**config.mk**
```make
export PLATFORM = sky130hd
export DESIGN_NAME = piso_serializer_flat
export DESIGN_NICKNAME = d
export VERILOG_FILES = /design/src/rtl/piso_serializer_if.sv /design/src/rtl/piso_serializer.sv /design/src/flat_wrapper.sv
export SDC_FILE = /design/constraint.sdc
export NUM_CORES = 1
export LEC_CHECK = 0
export CORE_UTILIZATION = 54
export CTS_BUF_LIST = sky130_fd_sc_hd__clkbuf_4
export DETAILED_ROUTE_END_ITERATION = 10
export PLACE_DENSITY = 0.81
export SKIP_LAST_GASP = 1
export SLEW_MARGIN = 25
export SYNTH_ARGS = -nofsm -noshare
export SYNTH_HDL_FRONTEND = slang
export SYNTH_SLANG_ARGS = --single-unit
```
**constraint.sdc**
```tcl
create_clock -name clk -period 3.23 [get_ports clk]
set_input_delay 0.646 -clock clk [delete_from_list [all_inputs] [get_ports clk]]
set_output_delay 0.646 -clock clk [all_outputs]
set_load 0.1 [all_outputs]
```
**src/rtl/piso_serializer_if.sv**
```systemverilog
// Load/serial-out bus for piso_serializer: upstream word handshake plus the
// serial sink side (bit, valid, last, stall, word-done pulse).
interface piso_serializer_if #(
    parameter int N  = 8,
    parameter int LW = $clog2(N + 1)
);
    logic [N-1:0]  data_in;
    logic [LW-1:0] len_in;
    logic          msb_first;
    logic          in_valid;
    logic          in_ready;
    logic          out_en;
    logic          sout;
    logic          sout_valid;
    logic          sout_last;
    logic          word_done;

    // Producer/sink side: drives words in and the stall, observes the stream.
    modport master (
        output data_in, len_in, msb_first, in_valid, out_en,
        input  in_ready, sout, sout_valid, sout_last, word_done
    );

    // Serializer side.
    modport slave (
        input  data_in, len_in, msb_first, in_valid, out_en,
        output in_ready, sout, sout_valid, sout_last, word_done
    );
endinterface

```
**src/rtl/piso_serializer.sv**
```systemverilog
// Parallel-in/serial-out serializer. Accepts a right-aligned word of 1..N
// bits, emits it one bit per out_en cycle in either direction, and reloads
// on the last bit's edge so back-to-back words stream without a gap.
// The remaining-bit counter doubles as the state: cnt == 0 is idle,
// cnt >= 1 is shifting.
module piso_serializer #(
    parameter int N  = 8,
    parameter int LW = $clog2(N + 1)
) (
    input logic              clk,
    input logic              rst,
    piso_serializer_if.slave bus
);
    logic [N-1:0]  sr_q, sr_d;
    logic [LW-1:0] cnt_q, cnt_d;
    logic          dir_q, dir_d;
    logic          word_done_q, word_done_d;

    logic [LW-1:0] eff_len;
    logic          live;
    logic          last;
    logic          ready;
    logic          accept;
    logic          consume;

    // Status derived only from state and out_en, so in_ready never depends on in_valid.
    always_comb begin
        live  = (cnt_q != '0);
        last  = (cnt_q == LW'(1));
        ready = !live || (bus.out_en && last);
    end

    // Length 0 and anything larger than the word both mean a full word.
    always_comb begin
        eff_len = bus.len_in;
        if (bus.len_in == '0 || bus.len_in > LW'(N))
            eff_len = LW'(N);
    end

    // Next-state: a load takes priority over a shift, which covers the
    // last-bit-plus-new-word edge; a stalled sink leaves everything held.
    always_comb begin
        sr_d        = sr_q;
        cnt_d       = cnt_q;
        dir_d       = dir_q;
        accept      = bus.in_valid && ready;
        consume     = live && bus.out_en;
        word_done_d = consume && last;
        if (accept) begin
            // MSB-first words are left-justified so bit L-1 sits at sr[N-1].
            sr_d  = bus.msb_first ? (bus.data_in << (LW'(N) - eff_len)) : bus.data_in;
            cnt_d = eff_len;
            dir_d = bus.msb_first;
        end else if (consume) begin
            sr_d  = dir_q ? (sr_q << 1) : (sr_q >> 1);
            cnt_d = cnt_q - LW'(1);
        end
    end

    // State registers; reset wins over any load or shift on the same edge.
    always_ff @(posedge clk) begin
        if (rst) begin
            sr_q        <= '0;
            cnt_q       <= '0;
            dir_q       <= 1'b0;
            word_done_q <= 1'b0;
        end else begin
            sr_q        <= sr_d;
            cnt_q       <= cnt_d;
            dir_q       <= dir_d;
            word_done_q <= word_done_d;
        end
    end

    assign bus.in_ready   = ready;
    assign bus.sout_valid = live;
    assign bus.sout_last  = last;
    assign bus.sout       = live & (dir_q ? sr_q[N-1] : sr_q[0]);
    assign bus.word_done  = word_done_q;
endmodule

```
**src/flat_wrapper.sv**
```systemverilog
// flat-port wrapper written by rule: the top's interface ports become plain ports
module piso_serializer_flat 
#(
    parameter int N  = 8,
    parameter int LW = $clog2(N + 1)
)
  (clk, rst, bus_data_in, bus_len_in, bus_msb_first, bus_in_valid, bus_out_en, bus_in_ready, bus_sout, bus_sout_valid, bus_sout_last, bus_word_done);
  piso_serializer_if #(.N(N), .LW(LW)) bus_i ();
  input logic clk;
  input logic rst;
  input wire logic [$bits(bus_i.data_in)-1:0] bus_data_in;
  input wire logic [$bits(bus_i.len_in)-1:0] bus_len_in;
  input wire logic [$bits(bus_i.msb_first)-1:0] bus_msb_first;
  input wire logic [$bits(bus_i.in_valid)-1:0] bus_in_valid;
  input wire logic [$bits(bus_i.out_en)-1:0] bus_out_en;
  output wire logic [$bits(bus_i.in_ready)-1:0] bus_in_ready;
  output wire logic [$bits(bus_i.sout)-1:0] bus_sout;
  output wire logic [$bits(bus_i.sout_valid)-1:0] bus_sout_valid;
  output wire logic [$bits(bus_i.sout_last)-1:0] bus_sout_last;
  output wire logic [$bits(bus_i.word_done)-1:0] bus_word_done;
  assign bus_i.data_in = bus_data_in;
  assign bus_i.len_in = bus_len_in;
  assign bus_i.msb_first = bus_msb_first;
  assign bus_i.in_valid = bus_in_valid;
  assign bus_i.out_en = bus_out_en;
  assign bus_in_ready = bus_i.in_ready;
  assign bus_sout = bus_i.sout;
  assign bus_sout_valid = bus_i.sout_valid;
  assign bus_sout_last = bus_i.sout_last;
  assign bus_word_done = bus_i.word_done;
  piso_serializer #(.N(N), .LW(LW)) u_core (.clk(clk), .rst(rst), .bus(bus_i));
endmodule
```
Word-level counts from Yosys, hierarchy flattened
Cells that the tools add are included.
Widths: inputs -> output; s select.
{"block": "totals", "register_bits": 14, "memories": 0, "ram_bits": 0, "romBits": 0, "elab_cells": 28, "latchBits": 0}
{"block": "op_classes", "add_sub_neg": 2, "order_cmp": 1, "n_bitwise": 1, "shift": 1, "n_reduce_logical": 10, "eq_ne": 1, "n_div": 0, "mux": 8, "mul": 0}
{"operator": "$mux 8", "n": 4}
{"operator": "$mux 4", "n": 3}
{"operator": "$shl 8x4->8", "n": 1}
{"operator": "$eq 4x1->1 const B", "n": 1}
{"operator": "$gt 4x4->1 const B", "n": 1}
{"operator": "$logic_and 1x1->1", "n": 4}
{"operator": "$logic_not 4->1", "n": 1}
{"operator": "$reduce_bool 4->1", "n": 1}
{"operator": "$sub 4x1->4 const B", "n": 1}
{"operator": "$sub 4x4->4 const A", "n": 1}
{"operator": "$logic_or 1x1->1", "n": 2}
{"operator": "$reduce_bool 2->1", "n": 1}
{"operator": "$and 1x1->1", "n": 1}
{"operator": "$logic_not 1->1", "n": 1}
{"operator": "$mux 1", "n": 1}

Depth between registers and ports, before layout
{"block": "depth", "ltp_word": 7, "depth_mapped": 11, "depth_no_buf": 8}

Worst setup path after synthesis
OpenSTA, ideal clock, no wires.
{"block": "synth_path", "path_kind": "flip-flop to output port", "start": "register u_core.cnt_q[0]", "end": "output bus_in_ready", "arrival_ns": 2.233, "required_time_ns": 2.584, "path_stages_with_launch": 6, "setup_slack_ns": 0.351, "n_path_buf": 0, "path_cell_list": "dfxtp_1 -> inv_1 -> ha_1 -> nor3b_4 -> inv_1 -> nand2_1"}
{"block": "synth_between", "elab_chain_len": 3, "word_cells_on_any_way": 5, "classes_between": "eq/ne: 1; reduce/logical: 4"}
{"item": "from (decl)", "line": "piso_serializer.sv:15", "rtl": "logic [LW-1:0] cnt_q, cnt_d;"}
{"item": "from (signal assigned)", "line": "piso_serializer.sv:69", "rtl": "cnt_q <= cnt_d;"}
{"item": "$reduce_bool 4->1", "line": "piso_serializer.sv:28", "rtl": "live = (cnt_q != '0);"}
{"item": "named net bus_sout_valid", "line": "flat_wrapper.sv:18", "rtl": "output wire logic [$bits(bus_i.sout_valid)-1:0] bus_sout_valid;"}
{"item": "$logic_not 1->1", "line": "piso_serializer.sv:30", "rtl": "ready = !live || (bus.out_en && last);"}
{"item": "$logic_or 1x1->1", "line": "piso_serializer.sv:30"}
{"item": "to (decl)", "line": "flat_wrapper.sv:16", "rtl": "output wire logic [$bits(bus_i.in_ready)-1:0] bus_in_ready;"}
The timed path passes the listed nets, and every way through them passes these cells.

Worst setup path after layout
{"block": "layout_path", "start": "input bus_len_in[3]", "end": "register u_core.sr_q[7]"}
{"block": "layout_between", "elab_chain_len": 7, "word_cells_on_any_way": 8, "classes_between": "add/sub: 1; order compare: 1; shift: 1; mux: 3; reduce/logical: 2"}
{"item": "from (decl)", "line": "flat_wrapper.sv:12", "rtl": "input wire logic [$bits(bus_i.len_in)-1:0] bus_len_in;"}
{"item": "$gt 4x4->1 or $logic_not 4->1 (tied branches)", "line": "piso_serializer.sv:36", "rtl": "if (bus.len_in == '0 || bus.len_in > LW'(N))"}
{"item": "$logic_or 1x1->1", "line": "piso_serializer.sv:36"}
{"item": "$mux 4 (*)", "line": "piso_serializer.sv:36"}
{"item": "$sub 4x4->4 (*)", "line": "piso_serializer.sv:51", "rtl": "sr_d = bus.msb_first ? (bus.data_in << (LW'(N) - eff_len)) : bus.data_in;"}
{"item": "$shl 8x4->8 (*)", "line": "piso_serializer.sv:51"}
{"item": "$mux 8 (*)", "line": "piso_serializer.sv:51"}
{"item": "$mux 8 (*)", "line": "piso_serializer.sv:49", "rtl": "if (accept) begin"}
{"item": "to (signal assigned)", "line": "piso_serializer.sv:68", "rtl": "sr_q <= sr_d;"}
{"item": "to (decl)", "line": "piso_serializer.sv:14", "rtl": "logic [N-1:0] sr_q, sr_d;"}
Mark *: on every way between the ends. The rest lies on a longest branch, timed or not.
A chain may end at the register's enable or synchronous reset.

==> impl_table.tex <==
\begin{tabular}{lr}
\hline
Metric & Value \\
\hline
\multicolumn{2}{l}{\textbf{CTS}} \\
\quad Number of buffers created by CTS & 3 \\
\quad Clock tree from TritonCTS & yes \\
\quad Root buffer selected by CTS & sky130\_fd\_sc\_hd\_\_clkbuf\_4 \\
\quad Clock buffer depth & 2 \\
\quad Clock transition time at the flip-flop clock pins of the worst setup and hold paths & 90 ps \\
\quad Clock latency on the worst-skew pair & 290 ps \\
\quad Buffer count from post-CTS setup fixing & 0 \\
\quad TritonCTS sink count & 14 \\
\quad Post-cts gate resize count & 0 \\
\quad Hold-fix buffers at CTS & 0 \\
\quad Number of H-tree branching levels & 1 \\
\multicolumn{2}{l}{\textbf{Die}} \\
\quad Starting utilization of the core area & 57.0\% \\
\quad Std cell rows & 17 \\
\quad I/O pin count & 22 \\
\quad Die Span X & 50.3 µm \\
\quad Core area & 0.00221 mm² \\
\quad Total die area & 0.00253 mm² \\
\quad Die height & 50.3 µm \\
\multicolumn{2}{l}{\textbf{Layout}} \\
\quad Inserted Diodes & 0 \\
\quad Fraction of layout cells with a size suffix above 1 & about an eighth \\
\quad Summed area of non-filler cells in the final layout & between 0.001 and 0.0015 mm² \\
\quad Nets & 197 \\
\quad Area grow syn2layout & 17.9\% \\
\quad Commonest non-fill, non-tap cell in the layout & sky130\_fd\_sc\_hd\_\_a21oi\_1 \\
\quad Most frequent cells in the layout & sky130\_fd\_sc\_hd\_\_a21oi\_1 (17), sky130\_fd\_sc\_hd\_\_clkdlybuf4s50\_1 (16), sky130\_fd\_sc\_hd\_\_nand2\_1 (15), sky130\_fd\_sc\_hd\_\_mux2i\_1 (15), sky130\_fd\_sc\_hd\_\_dfxtp\_1 (14) \\
\quad Fin util & 67.2\% \\
\multicolumn{2}{l}{\textbf{STA}} \\
\quad Timing-limited maximum frequency & 384 MHz \\
\quad Total negative setup slack & 0 ps \\
\quad Worst clock skew & 4.05 ps \\
\quad Max-slew headroom at the worst pin & 59.9\% \\
\quad Setup-violating endpoint count in the final report & 0 \\
\quad Setup ws final & between 600 and 700 ps \\
\quad Hold violation count in the final report & 0 \\
\quad Setup repair after global routing missed its margin & false \\
\quad Worst-Margin Slew & 600 ps \\
\quad Shortest clock period the worst path allows after layout & approximately 2600 ps \\
\quad Number of slew-limit violations in the final report & 0 \\
\quad Period Utilization, post-route & 80.5\% \\
\multicolumn{2}{l}{\textbf{Detailed routing}} \\
\quad Drt initial violations & 44 \\
\quad Routed Antenna Nets & 0 \\
\quad Routed wire per std cell & roughly 15 µm \\
\quad Detailed-router iteration count before antenna repair & 5 \\
\quad \# DRC & 0 \\
\quad Via count normalized by instance count & 6.11 \\
\quad Routed Wire Length & about 3100 µm \\
\quad Vias & 1247 \\
\multicolumn{2}{l}{\textbf{Worst setup path}} \\
\quad Class of the most critical setup path & primary input to register \\
\quad Nature of the critical path endpoint & register \\
\quad Largest driver fanout on the critical path & 9 \\
\quad Crit path launch type & primary input \\
\quad Endpoint arrival time on the critical path & 2790 ps \\
\quad Required time at the endpoint of the critical path & 3420 ps \\
\multicolumn{2}{l}{\textbf{Synthesis}} \\
\quad Count of flip-flops with a built-in enable after synthesis & 0 \\
\quad Post-synthesis register bit count & 14 \\
\quad Top FF cell, synth & sky130\_fd\_sc\_hd\_\_dfxtp\_1 \\
\quad Distinct cell type count after synthesis & 45 \\
\quad Mean Syn Cell Area & 7.98 µm² \\
\quad Synthesis Warnings & 0 \\
\quad Share of flip-flops with an asynchronous set or reset after synthesis & 0\% \\
\quad Sequential element share of the synthesized area & 22.2\% \\
\quad Post-Synthesis Cell Area & $\sim$0.0013 mm² \\
\quad Post-synth net total & about 180 \\
\quad Gate count after technology mapping & 158 \\
\multicolumn{2}{l}{\textbf{Placement}} \\
\quad HPWL after detailed placement & around 2400 µm \\
\quad Placed Instance Area & 0.00146 mm² \\
\quad Quantity of I/O buffers inserted on ports & 21 \\
\quad Worst setup slack after placement & about 360 ps \\
\quad GP Congestion & 0.905 \\
\multicolumn{2}{l}{\textbf{Global routing}} \\
\quad Largest net degree at the start of global routing & 15 \\
\quad Number of global-route vias before repair & 1216 \\
\quad Global-route wire length before repair & 5330 µm \\
\quad Overall global routing resource usage & 27.6\% \\
\quad Number of antenna violations at the first check in global routing & 0 \\
\quad Total congestion overflow & 0 \\
\multicolumn{2}{l}{\textbf{Power and ir drop}} \\
\quad Power Dens Cells & 867 mW/mm² \\
\quad Static leakage & 0.569 nW \\
\quad Peak ir drop on the vdd network & 1250 µV \\
\quad Overall Power & 1.29 mW \\
\multicolumn{2}{l}{\textbf{Flow run}} \\
\quad Max-cap violations & 0 \\
\multicolumn{2}{l}{\textbf{Status}} \\
\quad Status & finished, final reports clean \\
\multicolumn{2}{l}{\textbf{Min path}} \\
\quad Class of the tightest hold or removal check & register to register \\
\hline
\end{tabular}
## through the flow
stage	std cells	hold WS, ps
after floorplan	158	444
after global placement	200	468
after detailed placement	200	479
after CTS	204	491
after global routing	204	512
final	204	494
## where the power goes
part	switching [mW]	total (mW)	internal, mW
clock network	0.0619	0.107	0.0449
registers	0.0745	0.312	0.237
logic	0.566	0.870	0.304
## cells by family after synthesis
logic type	count (synthesis)	synth area share (%)
AO/OA/AOI/OAI	50	26.3
XOR/XNOR	2	1.98
adder cells (fa/ha/maj)	3	2.98
buffers and inverters	19	7.44
flip-flops	14	22.2
multiplexers	22	19.0
AND/OR/NAND/NOR	48	20.0
## metal layers
metal	vias up	part of all wire, %	track usage (%)	routed length, µm
li1	619	-	-	-
met1	574	46	36.5	1440
met2	48	47	44.4	1460
met3	6	5.6	4.55	175
met4	0	1.4	10.6	44
met5	-	0	0	0
## final timing paths
path                            depth (start not counted)             from             end  slack, ps
worst min register to register                          2   u_core.sr_q[2]  u_core.sr_q[2]        490
worst max-delay path                                    7    bus_len_in[3]  u_core.sr_q[7]        630
worst min-delay path                                    2   u_core.sr_q[2]  u_core.sr_q[2]        490
worst max register to register                          8  u_core.cnt_q[0]  u_core.sr_q[2]       1120
## flip-flops by register name (all words and copies together) (netlist names)
signal and count:
u_core.bus.word_done 1, u_core.cnt_q 4, u_core.dir_q 1, u_core.sr_q 8
## cell type report
type / instances / area, µm²
clock buffers: 3 / 22.5
clock inverters: 1 / 3.75
fillers: 198 / 726
inverters: 8 / 30.0
multi-input cells: 125 / 887
flip-flops and latches: 14 / 280
well taps: 28 / 35.0
repair buffers: 25 / 228
## synthesized netlist by cell type, types with 2 or more instances
cell type                   instances  area [µm²]
sky130_fd_sc_hd__nor3_1             4        20.0
sky130_fd_sc_hd__a211oi_1           2        15.0
sky130_fd_sc_hd__o2111ai_1          2        17.5
sky130_fd_sc_hd__o21ai_1            2        10.0
sky130_fd_sc_hd__inv_1              7        26.3
sky130_fd_sc_hd__buf_2              3        15.0
sky130_fd_sc_hd__mux2i_1           15         150
sky130_fd_sc_hd__o21ai_0            6        30.0
sky130_fd_sc_hd__and3b_1            2        17.5
sky130_fd_sc_hd__nor2b_1            2        12.5
sky130_fd_sc_hd__a22oi_1            5        37.5
sky130_fd_sc_hd__nor2_1            13        48.8
sky130_fd_sc_hd__a21oi_1           17        85.1
sky130_fd_sc_hd__nand2_1           15        56.3
sky130_fd_sc_hd__ha_1               3        37.5
sky130_fd_sc_hd__mux2_1             2        22.5
sky130_fd_sc_hd__a31oi_1            3        18.8
sky130_fd_sc_hd__nand2b_1           3        18.8
sky130_fd_sc_hd__mux2_2             4        45.0
sky130_fd_sc_hd__a311oi_1           2        17.5
sky130_fd_sc_hd__clkbuf_1           5        18.8
sky130_fd_sc_hd__buf_6              2        22.5
sky130_fd_sc_hd__a311o_1            2        20.0
sky130_fd_sc_hd__o31ai_1            3        22.5
sky130_fd_sc_hd__dfxtp_1           14         280
## critical path: stages
cell and delay [ps]:
sky130_fd_sc_hd__clkdlybuf4s50_1 540, sky130_fd_sc_hd__nand2b_1 240, sky130_fd_sc_hd__ha_1 330, sky130_fd_sc_hd__xnor2_2 340, sky130_fd_sc_hd__mux2i_1 270, sky130_fd_sc_hd__a221oi_1 130, sky130_fd_sc_hd__a2111oi_2 280
Power figures use the tool's default switching activity.
